--- config.mk ---
export PLATFORM = sky130hd
export DESIGN_NAME = seg7_scan_ctrl_flat
export DESIGN_NICKNAME = d
export VERILOG_FILES = /design/src/rtl/seg7_scan_ctrl_pkg.sv /design/src/rtl/seg7_scan_ctrl_if.sv /design/src/rtl/seg7_scan_ctrl_segment7.sv /design/src/rtl/seg7_scan_ctrl.sv /design/src/flat_wrapper.sv
export SDC_FILE = /design/constraint.sdc
export NUM_CORES = 1
export LEC_CHECK = 0
export CAP_MARGIN = 25
export CORE_MARGIN = 3
export CORE_UTILIZATION = 50
export DETAILED_ROUTE_END_ITERATION = 10
export GPL_ROUTABILITY_DRIVEN = 0
export GPL_TIMING_DRIVEN = 1
export PLACE_DENSITY = 0.76
export REMOVE_ABC_BUFFERS = 1
export SETUP_SLACK_MARGIN = 0.4
export SLEW_MARGIN = 20
export SYNTH_ARGS = -nofsm -noshare
export SYNTH_HDL_FRONTEND = slang
export SYNTH_HIERARCHICAL = 1
export SYNTH_SLANG_ARGS = --single-unit
export TNS_END_PERCENT = 30
--- constraint.sdc ---
create_clock -name clk -period 2.9 [get_ports clk]
set_input_delay 0.58 -clock clk [delete_from_list [all_inputs] [get_ports clk]]
set_output_delay 0.58 -clock clk [all_outputs]
set_load 0.02 [all_outputs]
--- src/rtl/seg7_scan_ctrl_pkg.sv ---
// seg7_pkg: shared constants, scan state and width helper for the 7-segment scan controller
package seg7_pkg;
  localparam logic [6:0] SEG_OFF = 7'b1111111;
  localparam logic [7:0] AN_OFF = 8'hFF;
  typedef enum logic {BLANK, DRIVE} scan_state_e;
  function automatic int cnt_w(input int n);
    return (n <= 2) ? 1 : $clog2(n);
  endfunction
endpackage

--- src/rtl/seg7_scan_ctrl_if.sv ---
// seg7_scan_ctrl_if: load/value/lz_en request side and multiplexed display drive side
interface seg7_scan_ctrl_if #(parameter int NUM_DIGITS = 4);
  logic load;
  logic [4*NUM_DIGITS-1:0] value;
  logic lz_en;
  logic [NUM_DIGITS-1:0] an;
  logic [6:0] seg;
  logic frame_start;
  modport master(output load, value, lz_en, input an, seg, frame_start);
  modport slave(input load, value, lz_en, output an, seg, frame_start);
endinterface

--- src/rtl/seg7_scan_ctrl_segment7.sv ---
// segment7: BCD digit to active-low segments {a,b,c,d,e,f,g}, non-BCD codes dark
module segment7 (
  input  logic [3:0] digit_i,
  output logic [6:0] seg_o
);
  always_comb begin
    case (digit_i)
      4'd0:    seg_o = 7'b0000001;
      4'd1:    seg_o = 7'b1001111;
      4'd2:    seg_o = 7'b0010010;
      4'd3:    seg_o = 7'b0000110;
      4'd4:    seg_o = 7'b1001100;
      4'd5:    seg_o = 7'b0100100;
      4'd6:    seg_o = 7'b0100000;
      4'd7:    seg_o = 7'b0001111;
      4'd8:    seg_o = 7'b0000000;
      4'd9:    seg_o = 7'b0000100;
      default: seg_o = 7'b1111111;
    endcase
  end
endmodule

--- src/rtl/seg7_scan_ctrl.sv ---
// seg7_scan_ctrl: frame-stable multiplexed scan of a BCD word with anti-ghost blanking and leading-zero suppression
module seg7_scan_ctrl
  import seg7_pkg::*;
#(
  parameter int NUM_DIGITS   = 4,
  parameter int REFRESH_DIV  = 50000,
  parameter int BLANK_CYCLES = 500
) (
  input logic clk,
  input logic rst,
  seg7_scan_ctrl_if.slave bus
);
  localparam int CW = cnt_w(REFRESH_DIV);
  localparam int IW = cnt_w(NUM_DIGITS);
  localparam int DW = 4 * NUM_DIGITS;
  scan_state_e state_q, state_d;
  logic [CW-1:0] cnt_q, cnt_d;
  logic [IW-1:0] idx_q, idx_d;
  logic [DW-1:0] disp_q, disp_d, pend_q, pend_d;
  logic pend_v_q, pend_v_d;
  logic [NUM_DIGITS-1:0] an_q, an_d;
  logic [6:0] seg_q, seg_d, dec_seg;
  logic fs_q, fs_d;
  logic wrap, boundary, lead_zero;
  logic [3:0] nib;
  assign nib = 4'(disp_q >> {idx_q, 2'b00});
  segment7 u_dec (.digit_i(nib), .seg_o(dec_seg));
  always_comb begin
    wrap      = cnt_q == CW'(REFRESH_DIV - 1);
    boundary  = wrap && idx_q == IW'(NUM_DIGITS - 1);
    cnt_d     = wrap ? '0 : cnt_q + CW'(1);
    idx_d     = !wrap ? idx_q : boundary ? '0 : idx_q + IW'(1);
    state_d   = (cnt_d < CW'(BLANK_CYCLES)) ? BLANK : DRIVE;
    disp_d    = (bus.load && boundary) ? bus.value : (boundary && pend_v_q) ? pend_q : disp_q;
    pend_d    = (bus.load && !boundary) ? bus.value : pend_q;
    pend_v_d  = bus.load ? !boundary : boundary ? 1'b0 : pend_v_q;
    lead_zero = bus.lz_en && idx_q != '0 && (disp_q >> {idx_q, 2'b00}) == '0;
    an_d      = (state_q == BLANK) ? AN_OFF[NUM_DIGITS-1:0] : ~(NUM_DIGITS'(1) << idx_q);
    seg_d     = (state_q == BLANK || lead_zero) ? SEG_OFF : dec_seg;
    fs_d      = cnt_q == '0 && idx_q == '0;
  end
  always_ff @(posedge clk) begin
    if (rst) begin
      state_q  <= (BLANK_CYCLES > 0) ? BLANK : DRIVE;
      cnt_q    <= '0;
      idx_q    <= '0;
      disp_q   <= '0;
      pend_q   <= '0;
      pend_v_q <= 1'b0;
      an_q     <= AN_OFF[NUM_DIGITS-1:0];
      seg_q    <= SEG_OFF;
      fs_q     <= 1'b0;
    end else begin
      state_q  <= state_d;
      cnt_q    <= cnt_d;
      idx_q    <= idx_d;
      disp_q   <= disp_d;
      pend_q   <= pend_d;
      pend_v_q <= pend_v_d;
      an_q     <= an_d;
      seg_q    <= seg_d;
      fs_q     <= fs_d;
    end
  end
  assign bus.an          = an_q;
  assign bus.seg         = seg_q;
  assign bus.frame_start = fs_q;
endmodule

--- src/flat_wrapper.sv ---
// flat-port wrapper written by rule: the top's interface ports become plain ports
module seg7_scan_ctrl_flat import seg7_pkg::*;
#(
  parameter int NUM_DIGITS   = 4,
  parameter int REFRESH_DIV  = 50000,
  parameter int BLANK_CYCLES = 500
)
  (clk, rst, bus_load, bus_value, bus_lz_en, bus_an, bus_seg, bus_frame_start);
  seg7_scan_ctrl_if #(.NUM_DIGITS(NUM_DIGITS)) bus_i ();
  input logic clk;
  input logic rst;
  input wire logic [$bits(bus_i.load)-1:0] bus_load;
  input wire logic [$bits(bus_i.value)-1:0] bus_value;
  input wire logic [$bits(bus_i.lz_en)-1:0] bus_lz_en;
  output wire logic [$bits(bus_i.an)-1:0] bus_an;
  output wire logic [$bits(bus_i.seg)-1:0] bus_seg;
  output wire logic [$bits(bus_i.frame_start)-1:0] bus_frame_start;
  assign bus_i.load = bus_load;
  assign bus_i.value = bus_value;
  assign bus_i.lz_en = bus_lz_en;
  assign bus_an = bus_i.an;
  assign bus_seg = bus_i.seg;
  assign bus_frame_start = bus_i.frame_start;
  seg7_scan_ctrl #(.NUM_DIGITS(NUM_DIGITS), .REFRESH_DIV(REFRESH_DIV), .BLANK_CYCLES(BLANK_CYCLES)) u_core (.clk(clk), .rst(rst), .bus(bus_i));
endmodule
**Word-level counts from Yosys, hierarchy flattened**

Memory sizes are Yosys's and may differ from the RTL's. A register that Yosys moved wholly into a read port is not among the register bits.
Index checks and enable logic that the tools add are counted.
Widths: inputs -> output; s select.

- Flip-flop bits (word level): 57
- Latch bits: 0
- Bits in writable memories: 0
- Bits in read-only memories: 112
- Word-level logic and storage cells: 42
- Memories kept: 1

- $add $sub $neg: 2
- Multiply operators: 0
- Divide/modulo/power cells: 0
- Magnitude comparators: 1
- Eq/ne operators: 2
- Shift operators: 2
- Mux-type cells: 7
- Bitwise gates (word level): 2
- Reductions and logical operators: 17

Memory list:

| name | words | width | read ports | clocked after memory_dff | write ports | RTL line | RTL |
|---|---|---|---|---|---|---|---|
| (no name shown) | 16 | 7 | 1 | 1 | 0 | seg7_scan_ctrl_segment7.sv:7 | `case (digit_i)` |

Operators by type and width:

| cell | number |
|---|---|
| $mux 16 | 3 |
| $logic_not 16->1 | 2 |
| $add 16x1->16 const B | 1 |
| $eq 16x16->1 const B | 1 |
| $lt 16x9->1 const B | 1 |
| $shr 16x4->16 | 1 |
| $logic_and 1x1->1 | 7 |
| $reduce_bool 2->1 | 3 |
| $not 4->4 | 1 |
| $reduce_or 2->1 | 2 |
| $shl 1x2->4 const A | 1 |
| $mux 1 | 3 |
| $add 2x1->2 const B | 1 |
| $eq 2x2->1 const B | 1 |
| $logic_not 2->1 | 1 |
| $mux 2 | 1 |
| $logic_not 1->1 | 1 |
| $logic_or 1x1->1 | 1 |
| $not 1->1 | 1 |

**Longest topological paths before layout**

- Word-level depth: 5
- Mapped depth: 8

**Cells and area by module**

The synthesis kept the hierarchy.

By module, submodules not included:

| module | instances | cells an instance | area each (um2) | sequential area each (um2) |
|---|---|---|---|---|
| seg7_scan_ctrl | 1 | 309 | 2985.4 | 1281.2 |
| segment7 | 1 | 33 | 210.2 | 0.0 |

**Worst setup path before layout**

No wires, ideal clock.

- Path type: register -> register
- Start: register u_core.cnt_q[4]
- End: register u_core.disp_q[0]
- Library setup time: 0.070 ns
- Arrival time: 2.170 ns
- Required time: 2.830 ns
- Setup slack: 0.660 ns
- Cell stages (with the launch flop): 8
- Buffers on the path: 2
- Period minus slack after synthesis: 2.240 ns
- Cells stage by stage: dfxtp_1 buf_6 or4_4 nor4_4 nor4b_4 buf_6 o221ai_2 a21oi_2

- Longest elaborated chain between the ends: 4
- Elaborated cells between the ends (all ways): 6

RTL lines:

| what | RTL line | RTL |
|---|---|---|
| start: declaration | seg7_scan_ctrl.sv:17 | `logic [CW-1:0] cnt_q, cnt_d;` |
| start signal: assignment | seg7_scan_ctrl.sv:55 | `cnt_q <= cnt_d;` |
| $eq 16x16->1 (*) | seg7_scan_ctrl.sv:29 | `wrap = cnt_q == CW'(REFRESH_DIV - 1);` |
| $logic_and 1x1->1 (*) | seg7_scan_ctrl.sv:30 | `boundary = wrap && idx_q == IW'(NUM_DIGITS - 1);` |
| $logic_and 1x1->1 | seg7_scan_ctrl.sv:34 | `disp_d = (bus.load && boundary) ? bus.value : (boundary && pend_v_q) ? pend_q : disp_q;` |
| $mux 16 / $reduce_bool 2->1 (equally long branches) | n/a |  |
| end signal: assignment | seg7_scan_ctrl.sv:57 | `disp_q <= disp_d;` |
| end: declaration | seg7_scan_ctrl.sv:19 | `logic [DW-1:0] disp_q, disp_d, pend_q, pend_d;` |

Mark *: on every way between the ends. The rest lies on a longest branch, timed or not.
A chain may end at the register's enable or synchronous reset.

**Worst setup path after layout**

- Start: register u_core.cnt_q[0]
- End: register u_core.disp_q[7]

Same word-level chain as after synthesis.

==> flow_metrics.env <==
export IMPL_route_met3_wl_microns=293
export IMPL_p_per_area_nw_per_um2=478
export IMPL_crit_end="u_core/disp_q[7]"
export IMPL_track_usage_pct=19.0
export IMPL_holdWs_ps=475
export IMPL_ir_drop_mv=0.337
export IMPL_hold_class="flop to flop"
export IMPL_clk_pin_slew_ps=70
export IMPL_antenna_cells=0
export IMPL_cts_buffers=9
export IMPL_cp_depth=6
export IMPL_skew_ps=14.6
export IMPL_hold_viol_final=0
export IMPL_cts_tree="yes"
export IMPL_layout_min_cycle_time_ps=2260
export IMPL_final_cell_mix="dfxtp_1, nor2_1, nand2_1, clkdlybuf4s50_1, mux2i_1"
export IMPL_drtIter0Drc=220
export IMPL_p_sw_uw=419
export IMPL_viasPerCell=5.67
export IMPL_p_comb_share_pct=5.8
export IMPL_slew_limit_headroom_pct=68.0
export IMPL_cp_max_fo=16
export IMPL_htreeDepth=3
export IMPL_synthArstFlopShare_pct=0
export IMPL_overflow=0
export IMPL_status="finished clean"
export IMPL_tightest_slew_ps=480
export IMPL_r2r_setup_slack_ps=640
export IMPL_syn_area_sq_um=3200
export IMPL_worstPathBufferInverterCount=1
export IMPL_dp_slack_ps=473
export IMPL_ys_types=53
export IMPL_slew_violations=0
export IMPL_first_pass_iters=4
export IMPL_cp_start_kind="flop"
export IMPL_grt_pass1_vias=2334
export IMPL_rows=28
export IMPL_crit_chain="ha_1 > and3_1 > and4_1 > buf_4 > o221ai_1 > a21oi_1"
export IMPL_drt_wl_total_mm=6.53
export IMPL_core_sq_um=6060
export IMPL_tns_ps=0
export IMPL_power_frac_clock_pct=43.2
export IMPL_timing_final_crit_share_pct=77.8
export IMPL_leakagePower_uw=0.00128
export IMPL_synth_edf_count=0
export IMPL_yosysSeqAreaShare_pct=40.1
export IMPL_crit_path_start="u_core/cnt_q[0]"
export IMPL_synth_main_ff_cell="dfxtp_1"
export IMPL_routed_wl_met2_mm=2.97
export IMPL_timing_rr_end="u_core/disp_q[7]"
export IMPL_synth_area_per_cell_sq_um=9.34
export IMPL_start_util_pct=52.7
export IMPL_die_area_sq_um=7390
export IMPL_clockBufferDepth=2
export IMPL_dr_max_layer_used="met4"
export IMPL_slowest_stage="and3_1"
export IMPL_synth_seq_cells=64
export IMPL_cts_sinks=64
export IMPL_root_buffer="clkbuf_8"
export IMPL_critPathKind="flop to flop"
export IMPL_die_w_microns=85.9
export IMPL_ant_nets=0
export IMPL_rr_worst_depth=6
export IMPL_setup_ws_ps=642
export IMPL_maxCapViolations=0
export IMPL_setup_viol=0
export IMPL_numPortBuffers=31
export IMPL_rsz0062_at_grt="no"
export IMPL_crit_family="simple AND/OR/NAND/NOR gates"
export IMPL_syn_to_final_growth_pct=17.1
export IMPL_grt_pass1_wl_mm=11.2
export IMPL_drive_gt1_share_pct=15.1
export IMPL_r2r_start="u_core/cnt_q[0]"
export IMPL_ctsHoldBuffers=0
export IMPL_grt_max_degree=40
export IMPL_syn_inst=342
export IMPL_avgRoutedWirePerCell_microns=14.6
export IMPL_insertion_delay_ps=340
export IMPL_critical_path_arrival_ps=2520
export IMPL_met1_length_mm=3.18
export IMPL_power_share_sequential_pct=51.0
export IMPL_antenna_found_initial=0
export IMPL_ys_warnings_count=6
export IMPL_fmax_mhz=443
export IMPL_die_height_microns=85.9
export IMPL_drc=0
export IMPL_switching_share_pct=23.4
export IMPL_dr_total_vias=2534
export IMPL_io_pins=32
export IMPL_p_int_uw=1370
export IMPL_layout_nets=398
export IMPL_fillCellCount=514
export IMPL_post_dp_hpwl_mm=4.53
export IMPL_cpPeakStageDelay_ps=510
export IMPL_worstPathRequired_ps=3160
export IMPL_mostFrequentLayoutCell="dfxtp_1"
export IMPL_cp_end_kind="flop"
cell families (layout without fill, tap and decap cells):
kind of cell,after synthesis,after routing,share of synthesized area [%]
AND/OR/NAND/NOR,133,133,21.5
AO/OA/AOI/OAI,64,64,17.3
flip-flops,64,64,40.1
buffers and inverters,36,66,5.21
multiplexers,20,20,7.83
XOR/XNOR,14,14,3.84
adder cells (fa/ha/maj),11,11,4.31
worst min path at each step:
stage	cells past startpoint	slack, ps	endpoint	startpoint
after floorplan	2	440	u_core/disp_q[9]	u_core/disp_q[9]
after global placement	2	460	u_core/disp_q[4]	u_core/disp_q[4]
after detailed placement	2	470	u_core/disp_q[10]	u_core/disp_q[10]
after CTS	2	480	u_core/disp_q[10]	u_core/disp_q[10]
after global routing	2	500	u_core/disp_q[12]	u_core/disp_q[12]
final	2	480	u_core/disp_q[10]	u_core/disp_q[10]
power groups by stage:
stage	logic [uW]	clock network (uW)	registers (uW)
after global placement	101	0	932
after floorplan	43.9	0	931
after global routing	113	833	914
final	103	773	912
after CTS	103	783	912
after detailed placement	103	0	932
area by class of cell:
| cell class | instances | area (sq um) | area share [%] |
|---|---|---|---|
| clock buffers | 10 | 138 | 3.68 |
| clock inverters | 6 | 67.6 | 1.81 |
| inverters | 11 | 41.3 | 1.10 |
| multi-input cells | 242 | 1750 | 46.8 |
| flip-flops and latches | 64 | 1280 | 34.2 |
| well taps | 75 | 93.8 | 2.51 |
| repair buffers | 39 | 370 | 9.90 |
per-stage QoR:
stage               area [sq um]  util [%]  total power (uW)  cells
detailed placement          3530      58.2              1030    430
floorplan                   3070         -               975    317
CTS                         3730      61.6              1800    446
global placement            3530      58.2              1030    430
global route                3740      61.7              1860    447
finish                      3740      61.7              1790    447
worst register-to-register path, delay by kind of cell (launching register included):
family	cells	cell delay (ps)
adders and majority gates	1	390
DFF	1	430
and+or+nand+nor	2	770
buffers and inverters	1	260
AOI/OAI and AO/OA	2	340
Yosys cell counts, types with 6 or more instances:
cell type / instances / area, sq um
a21oi_1: 14 / 70.1
a21oi_2: 11 / 96.3
clkbuf_1: 15 / 56.3
dfxtp_1: 64 / 1280
ha_1: 11 / 138
inv_1: 10 / 37.5
mux2i_1: 16 / 160
nand2_1: 33 / 124
nand2b_1: 13 / 81.3
nand3_1: 8 / 40.0
nor2_1: 43 / 161
nor4_1: 8 / 50.1
o21ai_0: 6 / 30.0
o221ai_1: 6 / 52.6
o221ai_2: 10 / 150
xnor2_1: 9 / 78.8
registers in the layout, indices dropped and copies added, names as in the netlist:
register	flops
u_core/bus.seg	7
u_core/disp_q	16
u_core/pend_q	16
u_core/idx_q	2
u_core/bus.frame_start	1
u_core/state_q	1
u_core/bus.an	4
u_core/pend_v_q	1
u_core/cnt_q	16
what timing repair did:
action                                  CTS  global route
gates resized for setup                   0             1
endpoints found under the hold margin     0             0
setup buffers                             0             1
endpoints found under the setup margin    0            23
routing by layer:
| layer | up-vias | track usage (%) |
|---|---|---|
| met5 | - | 0 |
| met4 | 0 | 7.48 |
| met1 | 1198 | 26.0 |
| li1 | 1271 | - |
| met2 | 56 | 28.9 |
| met3 | 9 | 4.51 |
Power figures use the tool's default switching activity.
